===== src/rtl/axis_frame_gen.sv =====
// axis_frame_gen: AXI4-Stream raster frame generator with a counter-seeded moving gradient
module axis_frame_gen #(
    parameter int DATA_WIDTH  = 24,
    parameter int COUNT_WIDTH = 32,
    parameter int FRAME_W     = 1920,
    parameter int FRAME_H     = 1080,
    parameter int FRAME_GAP   = 16
) (
    input  logic                   clk_i,
    input  logic                   rst_ni,
    input  logic [COUNT_WIDTH-1:0] count_i,
    input  logic                   enable_i,
    output logic [DATA_WIDTH-1:0]  m_axis_tdata,
    output logic                   m_axis_tvalid,
    input  logic                   m_axis_tready,
    output logic                   m_axis_tuser,
    output logic                   m_axis_tlast,
    output logic                   frame_done_o,
    output logic                   busy_o
);
    localparam int XW = FRAME_W > 1 ? $clog2(FRAME_W) : 1;
    localparam int YW = FRAME_H > 1 ? $clog2(FRAME_H) : 1;
    localparam int GW = $clog2(FRAME_GAP + 1);
    localparam logic [XW-1:0] X_LAST = XW'(FRAME_W - 1);
    localparam logic [YW-1:0] Y_LAST = YW'(FRAME_H - 1);
    localparam logic [GW-1:0] G_LOAD = GW'(FRAME_GAP - 1);

    typedef enum logic [1:0] {IDLE, ACTIVE, GAP} state_t;

    state_t          state;
    logic [XW-1:0]   x, x_nxt;
    logic [YW-1:0]   y, y_nxt;
    logic [GW-1:0]   gap;
    logic [15:0]     seed;
    logic            x_end, y_end, fire, start;
    logic            unused_count;

    assign unused_count = ^count_i;

    function automatic logic [23:0] pix(input logic [XW-1:0] px, input logic [YW-1:0] py, input logic [15:0] s);
        return {8'(px) + s[7:0], 8'(py) + s[7:0], s[15:8]};
    endfunction

    // next raster position and the frame-start condition
    always_comb begin
        x_end = x == X_LAST;
        y_end = y == Y_LAST;
        x_nxt = x_end ? '0 : x + XW'(1);
        y_nxt = x_end ? y + YW'(1) : y;
        fire  = m_axis_tvalid && m_axis_tready;
        start = enable_i && (state == IDLE || (state == GAP && gap == '0));
    end

    // frame sequencer with registered stream outputs
    always_ff @(posedge clk_i or negedge rst_ni) begin
        if (!rst_ni) begin
            state         <= IDLE;
            x             <= '0;
            y             <= '0;
            gap           <= '0;
            seed          <= '0;
            m_axis_tdata  <= '0;
            m_axis_tvalid <= 1'b0;
            m_axis_tuser  <= 1'b0;
            m_axis_tlast  <= 1'b0;
            frame_done_o  <= 1'b0;
            busy_o        <= 1'b0;
        end else begin
            frame_done_o <= 1'b0;
            if (start) begin
                state         <= ACTIVE;
                seed          <= count_i[15:0];
                x             <= '0;
                y             <= '0;
                m_axis_tdata  <= DATA_WIDTH'(pix('0, '0, count_i[15:0]));
                m_axis_tvalid <= 1'b1;
                m_axis_tuser  <= 1'b1;
                m_axis_tlast  <= X_LAST == '0;
                busy_o        <= 1'b1;
            end else begin
                case (state)
                    ACTIVE: if (fire) begin
                        if (x_end && y_end) begin
                            state         <= GAP;
                            gap           <= G_LOAD;
                            m_axis_tvalid <= 1'b0;
                            m_axis_tuser  <= 1'b0;
                            m_axis_tlast  <= 1'b0;
                            frame_done_o  <= 1'b1;
                        end else begin
                            x            <= x_nxt;
                            y            <= y_nxt;
                            m_axis_tdata <= DATA_WIDTH'(pix(x_nxt, y_nxt, seed));
                            m_axis_tuser <= 1'b0;
                            m_axis_tlast <= x_nxt == X_LAST;
                        end
                    end
                    GAP: if (gap == '0) begin
                        state  <= IDLE;
                        busy_o <= 1'b0;
                    end else begin
                        gap <= gap - GW'(1);
                    end
                    default: ;
                endcase
            end
        end
    end
endmodule


===== config.mk =====
export PLATFORM = sky130hd
export DESIGN_NAME = axis_frame_gen
export DESIGN_NICKNAME = d
export VERILOG_FILES = /design/src/rtl/axis_frame_gen.sv
export SDC_FILE = /design/constraint.sdc
export NUM_CORES = 1
export LEC_CHECK = 0
export CAP_MARGIN = 20
export CORE_UTILIZATION = 58
export CTS_CLUSTER_DIAMETER = 40
export DETAILED_ROUTE_END_ITERATION = 8
export GPL_TIMING_DRIVEN = 0
export PLACE_DENSITY = 0.85
export SYNTH_ARGS = -nofsm -noshare
export SYNTH_HDL_FRONTEND = slang
export SYNTH_SLANG_ARGS = --single-unit

===== constraint.sdc =====
create_clock -name clk_i -period 8.4 [get_ports clk_i]
set_clock_uncertainty 0.15 [all_clocks]
set_input_delay 2.1 -clock clk_i [delete_from_list [all_inputs] [get_ports clk_i]]
set_output_delay 2.1 -clock clk_i [all_outputs]
set_load 0.05 [all_outputs]

==> run summary, run 1 <==
Initial antenna violation count: 0
Global route overflow: 0
RSZ-0062 raised after global routing: false
Simple-Gate Fraction of Synth Area: 0.180
Clk_lat worst skew: 0.36 ns
P_leak: 2.34 nW
Synth warnings: 0
Share of the synthesized area in the top cell type: 0.451
Cells after DPL: 578
Vias in the first global route: 3,536
Placer congestion estimate: 0.903
ANT cells: 0
Adder and majority cell fraction of the synthesized area: 0.0706
Wire length per cell: 17.4 um
Layout fillers: 498
Synth cell types: 51
Die footprint: 7430 um^2
Worst endpoint required time: 8.54 ns
Largest family of logic cells by synthesized area: simple AND/OR/NAND/NOR gates
Main synth FF type: dfrtp_1
CTS resizes: 0
Hold WS: 0.336 ns
CP max FO: 10
Post-CTS setup buffer count: 0
Setup WS pre-CTS: 3.98 ns
Net Count, Synth: 491
DR vias: 3,549
Multiplexer share of the synthesized area: 0.0195
Post-route ant nets: 0
Flip-flop and latch area: 1850 um^2
Detailed Route WL: 10,300 um
Total power: 1.38 mW
Post-synthesis async set-or-reset flop share: 1.00
Vias per inst: 5.97
Core Util, Final: 0.726
Avg Cell Area, Syn: 9.49 um^2
Status: finished clean
Syn Std Cell Area: 4110 um^2
Area Overhead vs Synth: 20.7%
CTS root buffer: clkbuf_8
First-pass GRT wire length: 17,100 um
Most common cell after layout, fill and taps aside: nand2_1
Crit share post-route: 0.501
Crit path capture type: register
CTS Hold Bufs: 0
Port Buffers: 48
Count of final setup violators: 0
Clock Sinks: 74
Design area: 4960 um^2
Core Footprint: 6830 um^2
H-tree levels: 3
Post-DP HPWL: 7130 um
Post-Synthesis Cells: 433
Multi-input combinational cell area: 2090 um^2
CTS tree: yes
Pre-Repair DR Iteration Count: 5
Worst min path class: reg2reg
Critical Path Start Type: input port
Slew headroom: 0.538
#FFs+latches synth: 74
Compound-Gate Fraction of Synth Area: 0.170
DIE WIDTH: 86.2 um
DRC violations left: 0
Cell taking the most area after synthesis: dfrtp_1
Power per standard cell area: 279 nW/um^2
Worst VDD drop: 174 uV
Total GRT Usage: 0.304
Number of max-cap violations: 0
Final hold viol count: 0
Fin worst setup slack: 4.19 ns
Max Fclk: 0.237 GHz
Layout cells sized above 1: 0.0843
Tightest Pin Transition: 0.694 ns
Post-synth EDFFs: 0
Initial Util: 0.601
IO Count: 65
Tmin final: 4.21 ns
Height of the die: 86.2 um
Crit Path Category: in2reg
DP Area: 4730 um^2
Final std cells w/o fill: 594
Synth area leaders: dfrtp_1, nand2_1, ha_1, xnor2_1, o21ai_0
Max Slew Vio Count: 0
Post-synthesis xor/xnor area fraction: 0.0682
Nets: 551
Number of CTS-inserted buffers: 9
Fin Setup TNS: 0 ns
FP Rows: 30
Most frequent cells in the layout: nand2_1, dfrtp_1, clkdlybuf4s50_1
Register area share after synthesis: 0.451
Deepest clock path buffer count: 2
WP data arrival: 4.35 ns
Largest net degree at the start of global routing: 75
Starting DRC count in detailed routing: 361
Clock-pin slew on the worst setup and hold paths: 0.08 ns
logic make-up after synthesis:
group / Yosys count
AO/OA/AOI/OAI: 106
XOR/XNOR: 32
adder cells (fa/ha/maj): 22
buffers and inverters: 32
flip-flops: 74
multiplexers: 8
AND/OR/NAND/NOR: 159
critical path, stage by stage:
cell	delay, ns
clkdlybuf4s50_1	0.47
nand4b_1	0.40
a41oi_2	0.41
buf_2	0.34
nand2_1	0.24
nor2_1	0.18
o21ai_0	0.11
o21ai_1	0.10
final cells by class:
type	instances	area share
clock buffers	9	0.0250
inverters	11	0.00858
well taps	96	0.0242
multi-input cells	327	0.422
flip-flops and latches	74	0.373
plain buffers	21	0.0250
repair buffers	49	0.102
clock inverters	7	0.0204
report_power, final:
part / switching [mW] / total (mW) / leakage (nW) / internal [mW]
Clock: 0.149 / 0.319 / 0.106 / 0.170
Combinational: 0.352 / 0.562 / 1.27 / 0.210
Sequential: 0.0654 / 0.502 / 0.957 / 0.436
worst paths after layout:
path | endpoint | slack, ns | depth (start not counted) | from
worst max-delay path | x[5] | 4.19 | 8 | m_axis_tready
worst min-delay path | seed[15] | 0.34 | 2 | seed[15]
worst max register to register | m_axis_tdata[15] | 4.35 | 13 | x[0]
worst min register to register | seed[15] | 0.34 | 2 | seed[15]
max in group asynchronous | busy_o | 6.19 | 2 | rst_ni
min in group asynchronous | m_axis_tdata[22] | 1.57 | 2 | rst_ni
cells in the mapped netlist (all sizes together), types with 2 or more instances:
cell     n
nand2   82
xnor2   19
o21bai   2
nor3     8
ha      20
and3     9
a221o    8
or3      2
o41ai    2
fa       2
xor2    13
nor2    29
dfrtp   74
a31oi    3
nand3   15
a21o    11
inv     10
buf     13
o21ai   35
clkbuf   8
and2     3
o21a     2
mux2i    8
a21oi   21
o211ai   4
a22oi    3
nor2b    2
nand4b   2
o31ai   10
state kept, by name, indices dropped and copies added, names as in the netlist, 2 cells and up:
register and count:
m_axis_tdata 24, seed 16, x 11, y 11, gap 5, state 2
layer usage:
layer | global-route usage | routed length, um | vias to the layer above
met5 | 0 | 0 | -
met2 | 0.482 | 4950 | 128
met1 | 0.388 | 4360 | 1755
met3 | 0.0762 | 650 | 32
li1 | - | - | 1634
met4 | 0.155 | 354 | 0
Note: power is estimated with default switching activity, not from simulation.
==> run 2: changes to the inputs <==
--- a/config.mk
+++ b/config.mk
@@ -6,11 +6,11 @@
 export NUM_CORES = 1
 export LEC_CHECK = 0
 export CAP_MARGIN = 20
-export CORE_UTILIZATION = 58
+export CORE_UTILIZATION = 49
 export CTS_CLUSTER_DIAMETER = 40
 export DETAILED_ROUTE_END_ITERATION = 8
 export GPL_TIMING_DRIVEN = 0
-export PLACE_DENSITY = 0.85
+export PLACE_DENSITY = 0.77
 export SYNTH_ARGS = -nofsm -noshare
 export SYNTH_HDL_FRONTEND = slang
 export SYNTH_SLANG_ARGS = --single-unit
==> constraint.sdc (replaced) <==
create_clock -name clk_i -period 3.6 [get_ports clk_i]
set_clock_uncertainty 0.15 [all_clocks]
set_input_delay 0.9 -clock clk_i [delete_from_list [all_inputs] [get_ports clk_i]]
set_output_delay 0.9 -clock clk_i [all_outputs]
set_load 0.05 [all_outputs]
==> run summary, run 2 (synthesis results as in run 1) <==
Slew headroom: 0.570 (+0.0326)
CP peak stage delay: 0.37 ns (-0.10 ns)
Pre-Repair DR Iteration Count: 5 (unchanged)
Nets: 554 (+0.54%)
Core Footprint: 8180 um^2 (+20%)
IO Count: 65 (unchanged)
ANT cells: 0 (unchanged)
Max FFs per register: 24 (unchanged)
First-pass GRT wire length: 16,700 um (-2.5%)
Worst endpoint required time: 3.69 ns (-4.85 ns)
DR vias: 3,424 (-3.5%)
Detailed Route WL: 10,000 um (-2.7%)
Crit Path Category: reg2reg
Worst VDD drop: 421 uV (+140%)
WP data arrival: 3.58 ns (-0.77 ns)
DIE WIDTH: 93.6 um (+8.6%)
Post-DP HPWL: 7170 um (+0.54%)
Tmin final: 3.49 ns
Max Fclk: 0.286 GHz
CP dominant cell by count: a21o_1
Top delay family on crit path: compound AO/OA/AOI/OAI gates
CP cell instances: buf_4, nand4b_1, nor3_4, clkbuf_2, nand2_1, xnor2_1, ha_1, a21o_1, a21o_1, a21o_1, a21oi_1, xor2_1, o211ai_1
Crit share post-route: 0.970
Initial Util: 0.503 (-0.0989)
Final hold viol count: 0 (unchanged)
Wire length per cell: 16.6 um (-4.6%)
Number of max-cap violations: 0 (unchanged)
Placer congestion estimate: 0.888 (-1.7%)
Initial antenna violation count: 0 (unchanged)
Height of the die: 93.6 um (+8.6%)
Global route overflow: 0 (unchanged)
Area Overhead vs Synth: 22.8%
Total GRT Usage: 0.250 (-0.0535)
Most common cell after layout, fill and taps aside: nand2_1
Crit path capture type: register
Clock Sinks: 74 (unchanged)
Fin Setup TNS: 0 ns (unchanged)
Layout cells sized above 1: 0.0998 (+0.0155)
FP Rows: 33 (+10%)
DP Area: 4750 um^2 (+0.24%)
Number of CTS-inserted buffers: 9 (unchanged)
Largest Register: m_axis_tdata
Tightest Pin Transition: 0.645 ns (-0.0488 ns)
Register-to-register setup slack: 0.11 ns (-4.24 ns)
Deepest clock path buffer count: 2 (unchanged)
DRC violations left: 0 (unchanged)
Vias in the first global route: 3,396 (-4.0%)
Clock-pin slew on the worst setup and hold paths: 0.09 ns (about the same)
Critical Path Start Type: register
CTS tree: yes
Fin worst setup slack: 0.108 ns (-4.08 ns)
Starting DRC count in detailed routing: 299 (-17%)
Setup WS pre-CTS: -0.356 ns (-4.33 ns)
Status: finished clean
Buffers & Inverters on Critical Path: 2 (unchanged)
CP max FO: 10 (unchanged)
Largest regs: m_axis_tdata x24, seed x16
Count of final setup violators: 0 (unchanged)
H-tree levels: 3 (unchanged)
Post-route ant nets: 0 (unchanged)
Worst min path class: in2async
Worst path slowest cell: nor3_4
CTS root buffer: clkbuf_8
Vias per inst: 5.65 (-5.4%)
Die footprint: 8760 um^2 (+18%)
Most frequent cells in the layout: nand2_1, dfrtp_1, clkdlybuf4s50_1
Design area: 5050 um^2 (+1.7%)
Power per standard cell area: 650 nW/um^2 (+130%)
Max Slew Vio Count: 0 (unchanged)
Hold WS: 0.311 ns (-0.0257 ns)
P_leak: 2.38 nW (+2.1%)
Largest net degree at the start of global routing: 47 (-37%)
Clk_lat worst skew: 0.36 ns (about the same)
Port Buffers: 48 (unchanged)
[run 2: path summary, 6_finish.rpt]
path / from / to / depth (start not counted)
worst max register to register: x[9] / m_axis_tdata[14] / 13
worst min register to register: seed[9] / seed[9] / 2
min in group clk_i: seed[9] / seed[9] / 2
max in group asynchronous: rst_ni / x[0] / 2
worst max-delay path: x[9] / m_axis_tdata[14] / 13
worst min-delay path: rst_ni / seed[1] / 1
[run 2: layout make-up]
cell class	instances	area, um^2
fillers	687	3130
plain buffers	21	125
clock buffers	9	124
flip-flops and latches	74	1850
well taps	105	131
multi-input cells	327	2120
repair buffers	52	528
inverters	11	42.5
clock inverters	7	118
[run 2: where the power goes]
group	total, mW	internal (mW)	switching (mW)
Combinational	1.33	0.505	0.824
Clock	0.789	0.460	0.329
Sequential	1.16	1.02	0.143
[run 2: worst reg2reg max path: cells and delay by family, from the launching register on]
family                   cells  cell delay [ns]
AO/OA/AOI/OAI                5             0.88
adder cells (fa/ha/maj)      1             0.30
buffers and inverters        2             0.48
flip-flops                   1             0.34
XOR/XNOR                     2             0.44
AND/OR/NAND/NOR              3             0.77
[run 2: repair_timing]
item / 4_1_cts / 5_1_grt
hold endpoints to repair: 0 / 0
pin swaps: 1 / 1
resized for setup: 4 / 4
setup buffers: 0 / 3
gates cloned: 0 / 0
hold buffers: 0 / 0
setup endpoints to repair: 7 / 4
[run 2: layer usage]
metal | up-vias | GRT usage | wire length [um]
met5 | - | 0 | 0
met4 | 0 | 0.0897 | 253
met3 | 20 | 0.0667 | 619
met2 | 120 | 0.400 | 4740
met1 | 1644 | 0.327 | 4430
li1 | 1640 | - | -
[run 2: stage by stage]
stage | std cells | utilization | power [mW]
after global placement | 586 | 0.577 | 2.43
after floorplan | 433 | - | 2.03
after global routing | 606 | 0.617 | 3.45
after CTS | 603 | 0.611 | 3.26
final | 606 | 0.617 | 3.28
after detailed placement | 587 | 0.581 | 2.46
==> run 3: changes to the inputs <==
--- a/config.mk
+++ b/config.mk
@@ -10,6 +10,7 @@
 export CTS_CLUSTER_DIAMETER = 40
 export DETAILED_ROUTE_END_ITERATION = 8
 export GPL_TIMING_DRIVEN = 0
+export HOLD_SLACK_MARGIN = 0.03
 export PLACE_DENSITY = 0.77
 export SYNTH_ARGS = -nofsm -noshare
 export SYNTH_HDL_FRONTEND = slang
==> results of run 3 <==
No change in the layout: final DEF, timing and power equal those of run 2.
